**src/rtl/rc4_key_search_scheduler_if.sv**
```systemverilog
// Scheduler-facing bundle: search control/status, engine handshakes,
// per-engine S-memory requests and the granted S-memory port.
interface rc4_key_search_scheduler_if #(
  parameter int unsigned KEY_WIDTH = 24
);
  logic                 start;
  logic [KEY_WIDTH-1:0] secret_key;
  logic                 busy;
  logic                 found;
  logic                 failed;

  logic init_start, ksa_start, dec_start;
  logic init_done, ksa_done, dec_done;
  logic init_done_ack, ksa_done_ack, dec_done_ack;
  logic dec_key_found;

  logic [7:0] init_s_addr, ksa_s_addr, dec_s_addr;
  logic [7:0] init_s_wdata, ksa_s_wdata, dec_s_wdata;
  logic       init_s_wren, ksa_s_wren, dec_s_wren;

  logic [7:0] s_addr;
  logic [7:0] s_wdata;
  logic       s_wren;
  logic [1:0] s_owner;

  modport master (
    input  start,
    output secret_key, busy, found, failed,
    output init_start, ksa_start, dec_start,
    input  init_done, ksa_done, dec_done,
    output init_done_ack, ksa_done_ack, dec_done_ack,
    input  dec_key_found,
    input  init_s_addr, ksa_s_addr, dec_s_addr,
    input  init_s_wdata, ksa_s_wdata, dec_s_wdata,
    input  init_s_wren, ksa_s_wren, dec_s_wren,
    output s_addr, s_wdata, s_wren, s_owner
  );

  modport slave (
    output start,
    input  secret_key, busy, found, failed,
    input  init_start, ksa_start, dec_start,
    output init_done, ksa_done, dec_done,
    input  init_done_ack, ksa_done_ack, dec_done_ack,
    output dec_key_found,
    output init_s_addr, ksa_s_addr, dec_s_addr,
    output init_s_wdata, ksa_s_wdata, dec_s_wdata,
    output init_s_wren, ksa_s_wren, dec_s_wren,
    input  s_addr, s_wdata, s_wren, s_owner
  );
endinterface

```
**src/rtl/rc4_key_search_scheduler.sv**
```systemverilog
// RC4 key-search sequencer: runs init -> KSA -> decrypt per candidate key
// and grants the single-port S memory to whichever engine is active.
module rc4_key_search_scheduler #(
  parameter int unsigned          KEY_WIDTH = 24,
  parameter logic [KEY_WIDTH-1:0] KEY_START = KEY_WIDTH'(24'h000000),
  parameter logic [KEY_WIDTH-1:0] KEY_MAX   = KEY_WIDTH'(24'h3FFFFF),
  parameter logic [KEY_WIDTH-1:0] KEY_STEP  = KEY_WIDTH'(1)
) (
  input logic                        clk,
  input logic                        reset,
  rc4_key_search_scheduler_if.master bus
);

  localparam logic [1:0] OWN_NONE = 2'd0;
  localparam logic [1:0] OWN_INIT = 2'd1;
  localparam logic [1:0] OWN_KSA  = 2'd2;
  localparam logic [1:0] OWN_DEC  = 2'd3;

  // Last-key test without computing secret_key + KEY_STEP, which could wrap.
  localparam logic                 STEP_EXCEEDS_MAX = (KEY_STEP > KEY_MAX);
  localparam logic [KEY_WIDTH-1:0] KEY_LAST         = KEY_MAX - KEY_STEP;

  typedef enum logic [3:0] {
    IDLE, INIT_GO, INIT_WAIT, INIT_ACK,
    KSA_GO, KSA_WAIT, KSA_ACK,
    DEC_GO, DEC_WAIT, DEC_ACK,
    NEXT_KEY, FOUND, FAIL
  } state_t;

  state_t state;
  state_t state_nxt;
  logic   key_found_q;
  logic   key_last;
  logic   start_ok;

  assign key_last = STEP_EXCEEDS_MAX || (bus.secret_key > KEY_LAST);
  assign start_ok = (state == IDLE || state == FOUND || state == FAIL) && bus.start;

  // Next-state decode
  always_comb begin
    state_nxt = state;
    unique case (state)
      IDLE, FOUND, FAIL: if (bus.start) state_nxt = INIT_GO;
      INIT_GO:   state_nxt = INIT_WAIT;
      INIT_WAIT: if (bus.init_done) state_nxt = INIT_ACK;
      INIT_ACK:  state_nxt = KSA_GO;
      KSA_GO:    state_nxt = KSA_WAIT;
      KSA_WAIT:  if (bus.ksa_done) state_nxt = KSA_ACK;
      KSA_ACK:   state_nxt = DEC_GO;
      DEC_GO:    state_nxt = DEC_WAIT;
      DEC_WAIT:  if (bus.dec_done) state_nxt = DEC_ACK;
      DEC_ACK: begin
        if (key_found_q)   state_nxt = FOUND;
        else if (key_last) state_nxt = FAIL;
        else               state_nxt = NEXT_KEY;
      end
      NEXT_KEY:  state_nxt = INIT_GO;
      default:   state_nxt = IDLE;
    endcase
  end

  // State, key and registered Moore outputs (decoded from the upcoming state)
  always_ff @(posedge clk) begin
    if (reset) begin
      state             <= IDLE;
      bus.secret_key    <= KEY_START;
      key_found_q       <= 1'b0;
      bus.busy          <= 1'b0;
      bus.found         <= 1'b0;
      bus.failed        <= 1'b0;
      bus.init_start    <= 1'b0;
      bus.ksa_start     <= 1'b0;
      bus.dec_start     <= 1'b0;
      bus.init_done_ack <= 1'b0;
      bus.ksa_done_ack  <= 1'b0;
      bus.dec_done_ack  <= 1'b0;
      bus.s_owner       <= OWN_NONE;
    end else begin
      state <= state_nxt;

      if (start_ok)              bus.secret_key <= KEY_START;
      else if (state == NEXT_KEY) bus.secret_key <= bus.secret_key + KEY_STEP;

      if (state == DEC_WAIT && bus.dec_done) key_found_q <= bus.dec_key_found;

      bus.busy          <= !(state_nxt == IDLE || state_nxt == FOUND || state_nxt == FAIL);
      bus.found         <= (state_nxt == FOUND);
      bus.failed        <= (state_nxt == FAIL);
      bus.init_start    <= (state_nxt == INIT_GO);
      bus.ksa_start     <= (state_nxt == KSA_GO);
      bus.dec_start     <= (state_nxt == DEC_GO);
      bus.init_done_ack <= (state_nxt == INIT_ACK);
      bus.ksa_done_ack  <= (state_nxt == KSA_ACK);
      bus.dec_done_ack  <= (state_nxt == DEC_ACK);

      unique case (state_nxt)
        INIT_GO, INIT_WAIT, INIT_ACK: bus.s_owner <= OWN_INIT;
        KSA_GO, KSA_WAIT, KSA_ACK:    bus.s_owner <= OWN_KSA;
        DEC_GO, DEC_WAIT, DEC_ACK:    bus.s_owner <= OWN_DEC;
        default:                      bus.s_owner <= OWN_NONE;
      endcase
    end
  end

  // S-memory port mux; only the owner's write enable can reach the RAM
  always_comb begin
    bus.s_addr  = 8'h00;
    bus.s_wdata = 8'h00;
    bus.s_wren  = 1'b0;
    unique case (bus.s_owner)
      OWN_INIT: begin
        bus.s_addr  = bus.init_s_addr;
        bus.s_wdata = bus.init_s_wdata;
        bus.s_wren  = bus.init_s_wren;
      end
      OWN_KSA: begin
        bus.s_addr  = bus.ksa_s_addr;
        bus.s_wdata = bus.ksa_s_wdata;
        bus.s_wren  = bus.ksa_s_wren;
      end
      OWN_DEC: begin
        bus.s_addr  = bus.dec_s_addr;
        bus.s_wdata = bus.dec_s_wdata;
        bus.s_wren  = bus.dec_s_wren;
      end
      default: begin
        bus.s_addr  = 8'h00;
        bus.s_wdata = 8'h00;
        bus.s_wren  = 1'b0;
      end
    endcase
  end

endmodule
```
**src/flat_wrapper.sv**
```systemverilog
// flat-port wrapper written by rule: the top's interface ports become plain ports
module rc4_key_search_scheduler_flat 
#(
  parameter int unsigned          KEY_WIDTH = 24,
  parameter logic [KEY_WIDTH-1:0] KEY_START = KEY_WIDTH'(24'h000000),
  parameter logic [KEY_WIDTH-1:0] KEY_MAX   = KEY_WIDTH'(24'h3FFFFF),
  parameter logic [KEY_WIDTH-1:0] KEY_STEP  = KEY_WIDTH'(1)
)
  (clk, reset, bus_start, bus_secret_key, bus_busy, bus_found, bus_failed, bus_init_start, bus_ksa_start, bus_dec_start, bus_init_done, bus_ksa_done, bus_dec_done, bus_init_done_ack, bus_ksa_done_ack, bus_dec_done_ack, bus_dec_key_found, bus_init_s_addr, bus_ksa_s_addr, bus_dec_s_addr, bus_init_s_wdata, bus_ksa_s_wdata, bus_dec_s_wdata, bus_init_s_wren, bus_ksa_s_wren, bus_dec_s_wren, bus_s_addr, bus_s_wdata, bus_s_wren, bus_s_owner);
  rc4_key_search_scheduler_if #(.KEY_WIDTH(KEY_WIDTH)) bus_i ();
  input logic clk;
  input logic reset;
  input wire logic [$bits(bus_i.start)-1:0] bus_start;
  output wire logic [$bits(bus_i.secret_key)-1:0] bus_secret_key;
  output wire logic [$bits(bus_i.busy)-1:0] bus_busy;
  output wire logic [$bits(bus_i.found)-1:0] bus_found;
  output wire logic [$bits(bus_i.failed)-1:0] bus_failed;
  output wire logic [$bits(bus_i.init_start)-1:0] bus_init_start;
  output wire logic [$bits(bus_i.ksa_start)-1:0] bus_ksa_start;
  output wire logic [$bits(bus_i.dec_start)-1:0] bus_dec_start;
  input wire logic [$bits(bus_i.init_done)-1:0] bus_init_done;
  input wire logic [$bits(bus_i.ksa_done)-1:0] bus_ksa_done;
  input wire logic [$bits(bus_i.dec_done)-1:0] bus_dec_done;
  output wire logic [$bits(bus_i.init_done_ack)-1:0] bus_init_done_ack;
  output wire logic [$bits(bus_i.ksa_done_ack)-1:0] bus_ksa_done_ack;
  output wire logic [$bits(bus_i.dec_done_ack)-1:0] bus_dec_done_ack;
  input wire logic [$bits(bus_i.dec_key_found)-1:0] bus_dec_key_found;
  input wire logic [$bits(bus_i.init_s_addr)-1:0] bus_init_s_addr;
  input wire logic [$bits(bus_i.ksa_s_addr)-1:0] bus_ksa_s_addr;
  input wire logic [$bits(bus_i.dec_s_addr)-1:0] bus_dec_s_addr;
  input wire logic [$bits(bus_i.init_s_wdata)-1:0] bus_init_s_wdata;
  input wire logic [$bits(bus_i.ksa_s_wdata)-1:0] bus_ksa_s_wdata;
  input wire logic [$bits(bus_i.dec_s_wdata)-1:0] bus_dec_s_wdata;
  input wire logic [$bits(bus_i.init_s_wren)-1:0] bus_init_s_wren;
  input wire logic [$bits(bus_i.ksa_s_wren)-1:0] bus_ksa_s_wren;
  input wire logic [$bits(bus_i.dec_s_wren)-1:0] bus_dec_s_wren;
  output wire logic [$bits(bus_i.s_addr)-1:0] bus_s_addr;
  output wire logic [$bits(bus_i.s_wdata)-1:0] bus_s_wdata;
  output wire logic [$bits(bus_i.s_wren)-1:0] bus_s_wren;
  output wire logic [$bits(bus_i.s_owner)-1:0] bus_s_owner;
  assign bus_i.start = bus_start;
  assign bus_secret_key = bus_i.secret_key;
  assign bus_busy = bus_i.busy;
  assign bus_found = bus_i.found;
  assign bus_failed = bus_i.failed;
  assign bus_init_start = bus_i.init_start;
  assign bus_ksa_start = bus_i.ksa_start;
  assign bus_dec_start = bus_i.dec_start;
  assign bus_i.init_done = bus_init_done;
  assign bus_i.ksa_done = bus_ksa_done;
  assign bus_i.dec_done = bus_dec_done;
  assign bus_init_done_ack = bus_i.init_done_ack;
  assign bus_ksa_done_ack = bus_i.ksa_done_ack;
  assign bus_dec_done_ack = bus_i.dec_done_ack;
  assign bus_i.dec_key_found = bus_dec_key_found;
  assign bus_i.init_s_addr = bus_init_s_addr;
  assign bus_i.ksa_s_addr = bus_ksa_s_addr;
  assign bus_i.dec_s_addr = bus_dec_s_addr;
  assign bus_i.init_s_wdata = bus_init_s_wdata;
  assign bus_i.ksa_s_wdata = bus_ksa_s_wdata;
  assign bus_i.dec_s_wdata = bus_dec_s_wdata;
  assign bus_i.init_s_wren = bus_init_s_wren;
  assign bus_i.ksa_s_wren = bus_ksa_s_wren;
  assign bus_i.dec_s_wren = bus_dec_s_wren;
  assign bus_s_addr = bus_i.s_addr;
  assign bus_s_wdata = bus_i.s_wdata;
  assign bus_s_wren = bus_i.s_wren;
  assign bus_s_owner = bus_i.s_owner;
  rc4_key_search_scheduler #(.KEY_WIDTH(KEY_WIDTH), .KEY_START(KEY_START), .KEY_MAX(KEY_MAX), .KEY_STEP(KEY_STEP)) u_core (.clk(clk), .reset(reset), .bus(bus_i));
endmodule
```
**config.mk**
```make
export PLATFORM = sky130hd
export DESIGN_NAME = rc4_key_search_scheduler_flat
export DESIGN_NICKNAME = d
export VERILOG_FILES = /design/src/rtl/rc4_key_search_scheduler_if.sv /design/src/rtl/rc4_key_search_scheduler.sv /design/src/flat_wrapper.sv
export SDC_FILE = /design/constraint.sdc
export NUM_CORES = 1
export LEC_CHECK = 0
export ABC_AREA = 1
export CORE_MARGIN = 4
export CORE_UTILIZATION = 46
export CTS_BUF_LIST = sky130_fd_sc_hd__clkbuf_4
export DETAILED_ROUTE_END_ITERATION = 6
export PLACE_DENSITY = 0.87
export SLEW_MARGIN = 20
export SYNTH_ARGS = -nofsm -noshare
export SYNTH_HDL_FRONTEND = slang
export SYNTH_SLANG_ARGS = --single-unit
```
**constraint.sdc**
```tcl
create_clock -name clk -period 4.8 [get_ports clk]
set_clock_uncertainty 0.1 [all_clocks]
set_input_delay 0.72 -clock clk [delete_from_list [all_inputs] [get_ports clk]]
set_output_delay 0.72 -clock clk [all_outputs]
set_load 0.05 [all_outputs]
```
**Yosys cells after proc, flatten, opt, wreduce, memory -nomap -nowiden**

Memory sizes are Yosys's and may differ from the RTL's. A register that Yosys moved wholly into a read port is not among the register bits.
Cells that the tools add are included.

- Equal/unequal tests: 23
- Reduce and logical (&&, ||, !) cells: 11
- Magnitude comparators: 1
- Add/subtract/negate cells: 1
- Mux-type cells: 10

Operators by type and width:

| kind | count |
|---|---|
| $pmux 8 s3 | 2 |
| $pmux 4 s11 | 1 |
| $eq 4x4->1 const B | 8 |
| $eq 4x3->1 const B | 7 |
| $add 24x1->24 const B | 1 |
| $gt 24x22->1 const B | 1 |
| $mux 4 | 5 |
| $eq 4x2->1 const B | 3 |
| $eq 4x1->1 const B | 2 |
| $logic_not 4->1 | 2 |
| $eq 2x2->1 const B | 2 |
| $logic_or 1x1->1 | 4 |
| $mux 3 | 1 |
| $pmux 1 s3 | 1 |
| $reduce_or 3->1 | 1 |
| $eq 2x1->1 const B | 1 |
| $logic_and 1x1->1 | 2 |
| $reduce_or 2->1 | 1 |
| $logic_not 1->1 | 1 |

- Bits in read-only memories: 32
- Memories: 1
- Flip-flop bits (word level): 38
- Output and inout bits: 52
- Logic and storage cells: 59
- Bits of input ports: 58

Memories:

| name | depth | width | rd ports | clocked after Yosys merged registers in | wr ports | RTL line | RTL |
|---|---|---|---|---|---|---|---|
| (name not given) | 16 | 2 | 1 | 1 | 0 | rc4_key_search_scheduler.sv:96 | `unique case (state_nxt)` |

**Longest topological paths before layout**

Gate-level depths: netlist of the first run.

- Word-level depth: 8
- Depth in mapped cells: 14
- Gate-level depth less buffers: 14

**Least setup slack after synthesis of the first run**

Ideal clock, no wire load.

- Kind: register -> output
- Start point: reg u_core.bus.s_owner[0]
- End point: out bus_s_wdata[0]
- Arrival: 2.055 ns
- Cell stages (with the launch flop): 7
- Data required time: 3.980 ns
- Path slack: 1.925 ns
- Buffers on the path: 2
- Path through: dfxtp_1 clkbuf_1 inv_1 nor2_1 clkbuf_1 nand2_1 nand3_1

- Word-level cells in the longest chain between the ends: 2
- Elaborated cells between the ends (all ways): 4
- Classes of those cells: eq/ne: 3; mux: 1

RTL lines:

| element | RTL line | RTL |
|---|---|---|
| start: declaration | rc4_key_search_scheduler_if.sv:36 | `output s_addr, s_wdata, s_wren, s_owner` |
| $eq 2x2->1 or $eq 2x1->1 (tied branches) | rc4_key_search_scheduler.sv:110 | `unique case (bus.s_owner)` |
| $pmux 8 s3 * | rc4_key_search_scheduler.sv:110 |  |
| end: declaration | flat_wrapper.sv:38 | `output wire logic [$bits(bus_i.s_wdata)-1:0] bus_s_wdata;` |

Every way passes the cells marked *; elsewhere a longest branch is shown, timed or not.

**Final worst setup path of the first run**

- Start point: reg u_core.bus.s_owner[0]
- End point: out bus_s_wdata[2]

The elaborated chain is that of the path after synthesis.

==> reports/metrics.cfg, run 1 <==
[run_status]
outcome=complete, no violations

[pwr]
switching_share_pct=46.6
p_int_uw=686
share_seq_of_total_power_pct=31.1
power_frac_comb_pct=52.0
ir_drop_uv=260
p_leak_nw=1.45
pwr_density_cell_nw_per_um2=365
p_switching_uw=599
clkPwrFrac_pct=16.9

[cts]
clock-sinks=40
numCtsBuffers=5
clkLatencyLatePin_ps=350
post_cts_resized=0
cts_buffer_depth=2
path_clk_slew_ps=130
cts-root-buf=clkbuf_4
ctsHoldBuffers=0
cts_setup_buffers=0
cts_tree=built
htree_levels=2

[floorplan]
initial_core_util_pct=48.2
die_y_um=78.8
core_sq_um=4790
rows=25
io_pins=110
chipWidth_um=78.8
die-area_sq_um=6210

[hold_path]
min_from=u_core.key_found_q$_SDFFE_PP0P_
holdPathEnd=u_core.key_found_q$_SDFFE_PP0P_
hp-class=flop to flop
hold_path_depth=2

[timing]
finalCritPeriodShare_pct=76.0
hold_viol=0
fmax_mhz=274
setup_viol=0
hold-worst-slack_ps=411
rsz0062_at_grt=false
fin_tns_setup_ps=0
slew_violations=0
slew_headroom_pct=44.0
worst_pin_slew_ps=839
fin_crit_ps=3650

[placed_design]
gp_congestion=0.928
place_hpwl_um=5540
dp_cells=521
portBuffers=109
placed_cell_area_sq_um=3450

[finish]
final_nets=521
fin_area_sq_um=3520
layout.cells.non_filler=529
syn2layout_area_growth_pct=52.8
utilization_pct=73.6
drive_gt1_share_pct=7.58
diodes=0

[logic_synthesis]
synth_area_sq_um=2310
avgSynthCellArea_sq_um=6.53
synth_seq_area_share_pct=34.7
synth_nets=413
synthDistinctLibCells=33
synthCells=353
ys_seq_elements=40
yosys_warnings=0

[global_routing]
grt_pass1_vias=2567
antenna_found_initial=0
grt-ovfl-total=0
grt_usage_pct=22.9
grt_pass1_wl_um=11700
grt_max_degree=21

[worst_setup_path]
crit_chain=inv_1 -> nor2_2 -> nand2_1 -> nand3_1 -> clkdlybuf4s50_1
reg2regPathDepth=9
cp.arrival_ps=2830
endpoint_kind=output port
slowest_delay_ps=810
start_kind=flop
crit_required_ps=3980
crit_type=flop to output port
cp_slowest_cell=clkdlybuf4s50_1
crit_fanout=19
rrSetupSlack_ps=2580
worstReg2RegStart=u_core.state[0]$_SDFF_PP0_
rr_endpoint=u_core.bus.secret_key[16]$_SDFFE_PP0P_

[drt]
drc_errors=0
drt_iter0_drc=229
num_vias=2661
via_per_inst=5.03
wl_um=7020
final_antenna_net_count=0
dr.pass1.iters=4
wl_per_cell_um=13.3

[flow_run]
maxCapViolCount=0

## through the flow
step | power, mW | worst slack (ps)
3_5_place_dp | 1.07 | 1260
4_1_cts | 1.29 | 872
2_1_floorplan | 0.844 | 1930
3_3_place_gp | 1.06 | 1330
6_report | 1.29 | 1150
5_1_grt | 1.36 | 871
## routing by layer
layer,global-route usage (%),part of all wire [%],vias to the layer above
met5,0,0,-
met4,5.42,1.3,0
met3,5.90,8.8,12
met2,42.8,51,111
met1,25.7,39,1200
li1,-,-,1338
## how the worst max path moves through the flow
stage / startpoint / to / slack [ps] / cells after the start
global route: u_core.bus.s_owner[0]$_SDFF_PP0_ / bus_s_wdata[4] / 870 / 5
global placement: u_core.bus.s_owner[0]$_SDFF_PP0_ / bus_s_wdata[1] / 1330 / 5
detailed placement: u_core.bus.s_owner[0]$_SDFF_PP0_ / bus_s_addr[7] / 1260 / 5
floorplan: u_core.bus.s_owner[0]$_SDFF_PP0_ / bus_s_wdata[0] / 1930 / 6
CTS: u_core.bus.s_owner[0]$_SDFF_PP0_ / bus_s_addr[7] / 870 / 5
finish: u_core.bus.s_owner[0]$_SDFF_PP0_ / bus_s_wdata[2] / 1150 / 5
## synth_stat cells
cell	instances	area, sq um
a21oi_1	14	70.1
a31oi_1	3	18.8
a41oi_1	1	8.76
and3_1	1	6.26
buf_4	1	7.51
clkbuf_1	7	26.3
clkinv_1	1	3.75
clkinv_2	1	5.00
dfxtp_1	40	801
ha_1	2	25.0
inv_1	35	131
inv_2	7	26.3
nand2_1	93	349
nand2_2	1	6.26
nand2_4	3	33.8
nand3_1	47	235
nand3_2	1	10.0
nand4_1	2	12.5
nand4_2	1	12.5
nand4_4	1	21.3
nor2_1	47	176
nor2_2	2	12.5
nor2_4	6	67.6
nor3_1	8	40.0
nor3_2	1	10.0
nor4_1	2	12.5
o21a_1	1	7.51
o21ai_0	5	25.0
o21ai_1	4	20.0
o21ai_2	1	8.76
o31a_1	1	8.76
or2_2	3	18.8
xor2_1	10	87.6
## sequential cells by signal, summed over array words and instances (netlist names)
name,flops
u_core.bus.init_start,1
u_core.bus.ksa_done_ack,1
u_core.bus.busy,1
u_core.bus.found,1
u_core.bus.dec_done_ack,1
u_core.bus.s_owner,2
u_core.bus.ksa_start,1
u_core.bus.dec_start,1
u_core.state,4
u_core.bus.failed,1
u_core.key_found_q,1
u_core.bus.secret_key,24
u_core.bus.init_done_ack,1
## critical path, delay by kind of cell, from the launching register on
kind | cells | cell delay (ps)
simple gates | 3 | 790
flops | 1 | 740
buf+inv | 2 | 960
## power by group through the flow
stage | Clock, mW | Sequential [mW] | Combinational [mW]
floorplan | 0 | 0.431 | 0.413
global placement | 0 | 0.405 | 0.655
detailed placement | 0 | 0.406 | 0.667
CTS | 0.220 | 0.399 | 0.668
global route | 0.233 | 0.405 | 0.719
finish | 0.217 | 0.400 | 0.668
## cell families after synthesis
family | count (synthesis) | share of synthesized area, %
DFF | 40 | 34.7
buffers and inverters | 52 | 8.68
and+or+nand+nor | 219 | 44.4
adders and majority gates | 2 | 1.09
xor gates and xnor gates | 10 | 3.80
AOI/OAI and AO/OA | 30 | 7.27
## area by class of cell
type | count | area (sq um)
Clock buffer | 5 | 37.5
Clock inverter | 3 | 37.5
Fill cell | 410 | 1260
Inverter | 44 | 166
Multi-Input combinational cell | 261 | 1310
Sequential cell | 40 | 801
Tap cell | 67 | 83.8
Timing Repair Buffer | 109 | 1090
## placed cells by master, fill, tap and decap left out, drive strengths merged
master	synthesis	layout
o21ai	10	10
nor3	9	9
nand4	4	4
clkbuf	7	5
dfxtp	40	40
nor2	55	55
a21oi	14	14
nor4	2	2
bufinv	0	1
or2	3	3
a31oi	3	3
xor2	10	10
o31a	1	1
a41oi	1	1
o21a	1	1
nand3	48	48
inv	42	42
ha	2	2
clkdlybuf4s50	0	109
clkinv	2	4
nand2	97	97
and3	1	1
No activity file was read; power rests on OpenSTA's default activity.
==> run 2: changes to the inputs <==
--- a/config.mk
+++ b/config.mk
@@ -7,10 +7,10 @@
 export LEC_CHECK = 0
 export ABC_AREA = 1
 export CORE_MARGIN = 4
-export CORE_UTILIZATION = 46
+export CORE_UTILIZATION = 42
 export CTS_BUF_LIST = sky130_fd_sc_hd__clkbuf_4
 export DETAILED_ROUTE_END_ITERATION = 6
-export PLACE_DENSITY = 0.87
+export PLACE_DENSITY = 0.8
 export SLEW_MARGIN = 20
 export SYNTH_ARGS = -nofsm -noshare
 export SYNTH_HDL_FRONTEND = slang
==> constraint.sdc (replaced) <==
create_clock -name clk -period 3.75 [get_ports clk]
set_clock_uncertainty 0.1 [all_clocks]
set_input_delay 0.5625 -clock clk [delete_from_list [all_inputs] [get_ports clk]]
set_output_delay 0.5625 -clock clk [all_outputs]
set_load 0.05 [all_outputs]
==> reports/metrics.cfg, run 2 (synthesis gave the netlist of run 1 again) <==
[finish]
fillers=486  ; +19%
ff_latch_area_sq_um=801  ; unchanged
multi_input_area_sq_um=1310  ; -0.19%
largest_reg_flops=24  ; unchanged
layout.cells.non_filler=535  ; +1.1%
reg.largest.list=u_core.bus.secret_key: 24 flops, u_core.state: 4 flops, u_core.bus.s_owner: 2 flops
diodes=0  ; unchanged
fin_area_sq_um=3550  ; +0.82%
drive_gt1_share_pct=8.39  ; +0.81 points
final_nets=524  ; +0.58%
regMostFlops=u_core.bus.secret_key
syn2layout_area_growth_pct=54.1
final_cell_mix=clkdlybuf4s50_1 (109), nand2_1 (93), nand3_1 (47), nor2_1 (47), dfxtp_1 (40)
final_common_cell=clkdlybuf4s50_1

[cts]
path_clk_slew_ps=130  ; about the same
clkLatencyLatePin_ps=340  ; about the same
ctsHoldBuffers=0  ; unchanged
cts_setup_buffers=0  ; unchanged
cts-root-buf=clkbuf_4
cts_buffer_depth=2  ; unchanged
cts_tree=built
clock-sinks=40  ; unchanged
post_cts_resized=0  ; unchanged
htree_levels=2  ; unchanged
numCtsBuffers=5  ; unchanged

[floorplan]
io_pins=110  ; unchanged
rows=26  ; +4.0%
die_y_um=82.1  ; +4.2%
core_sq_um=5200  ; +8.8%
chipWidth_um=82.1  ; +4.2%
die-area_sq_um=6740  ; +8.5%
initial_core_util_pct=44.3  ; -3.9 points

[timing]
hold_viol=0  ; unchanged
fmax_mhz=318
finalCritPeriodShare_pct=83.9
slew_headroom_pct=43.9  ; -0.081 points
worst_pin_slew_ps=841  ; +1.22 ps
fin_crit_ps=3150
slew_violations=0  ; unchanged
rsz0062_at_grt=false
fin_tns_setup_ps=0  ; unchanged
setup_viol=0  ; unchanged

[drt]
num_vias=2610  ; -1.9%
via_per_inst=4.88  ; -3.0%
drc_errors=0  ; unchanged
wl_per_cell_um=13.1  ; -1.0%
final_antenna_net_count=0  ; unchanged
drt_iter0_drc=70  ; -69%
wl_um=7020  ; +0.11%
dr.pass1.iters=4  ; unchanged

[global_routing]
grt-ovfl-total=0  ; unchanged
grt_pass1_vias=2396  ; -6.7%
grt_usage_pct=20.1  ; -2.7 points
antenna_found_initial=0  ; unchanged
grt_max_degree=20  ; -4.8%
grt_pass1_wl_um=10700  ; -7.9%

[pwr]
p_leak_nw=1.46  ; +1.1%
ir_drop_uv=298  ; +15%
pwr_density_cell_nw_per_um2=467  ; +28%
power_mw=1.66  ; +29%

[placed_design]
portBuffers=109  ; unchanged
placed_cell_area_sq_um=3470  ; +0.76%
gp_congestion=0.925  ; -0.33%
place_hpwl_um=5730  ; +3.4%
dp_cells=527  ; +1.2%

[worst_setup_path]
endpoint_kind=output port
crit_fanout=19  ; unchanged
start_kind=flop
cp.arrival_ps=2490  ; -340 ps
crit_required_ps=3090  ; -890 ps
crit_type=flop to output port

[flow_run]
maxCapViolCount=0  ; unchanged

[run_status]
outcome=complete, no violations

[hold_path]
hp-class=flop to flop

## run 2: cell count changes in the layout (fill, tap and decap cells not counted)
| cell | previous run | this run |
|---|---|---|
| buf_4 | 0 | 3 |
| clkinv_1 | 3 | 1 |
| clkinv_2 | 1 | 2 |
| clkinvlp_4 | 0 | 1 |
| nor2_1 | 46 | 47 |
| nor2_2 | 3 | 2 |
## run 2: worst max-delay path, stage by stage, from the launching register on
cell	delay [ps]
dfxtp_1	320
buf_4	210
inv_1	80
nor2_1	330
buf_4	260
nand2_1	70
nand3_1	80
clkdlybuf4s50_1	800
## run 2: area by class of cell
class / instances / share of cell area, %
multi-input cells: 261 / 36.7
flip-flops and latches: 40 / 22.5
inverters: 44 / 4.68
repair buffers: 112 / 31.3
clock inverters: 3 / 1.20
well taps: 70 / 2.46
clock buffers: 5 / 1.06
## run 2: final timing paths
check                                                 startpoint                                     end  slack [ps]  cells after the start
worst min-delay path             u_core.key_found_q$_SDFFE_PP0P_         u_core.key_found_q$_SDFFE_PP0P_         410                      2
worst max register to register        u_core.state[0]$_SDFF_PP0_  u_core.bus.secret_key[10]$_SDFFE_PP0P_        1510                      9
worst max-delay path            u_core.bus.s_owner[0]$_SDFF_PP0_                           bus_s_addr[7]         600                      7
worst min register to register   u_core.key_found_q$_SDFFE_PP0P_         u_core.key_found_q$_SDFFE_PP0P_         410                      2
## run 2: power by group
group	total, mW	internal, mW	leakage, nW	switching (mW)
Combinational	0.895	0.303	1.10	0.592
Clock	0.285	0.139	0.0412	0.146
Sequential	0.480	0.454	0.323	0.0256
Total	1.66	0.896	1.46	0.764
## run 2: per-layer routing
metal | share of wire (%) | global-route usage, % | wire, um
met1 | 38 | 21.6 | 2700
met5 | 0 | 0 | 0
met3 | 10 | 5.31 | 720
met2 | 50 | 38.7 | 3520
met4 | 1.2 | 4.98 | 82
## run 2: per-stage QoR
stage / worst slack (ps) / hold slack, ps / util [%]
2_1_floorplan: 1030 / 364 / -
5_1_grt: 428 / 442 / 68.3
3_5_place_dp: 963 / 390 / 66.7
4_1_cts: 603 / 412 / 68.3
6_report: 602 / 412 / 68.3
3_3_place_gp: 1030 / 377 / 66.7
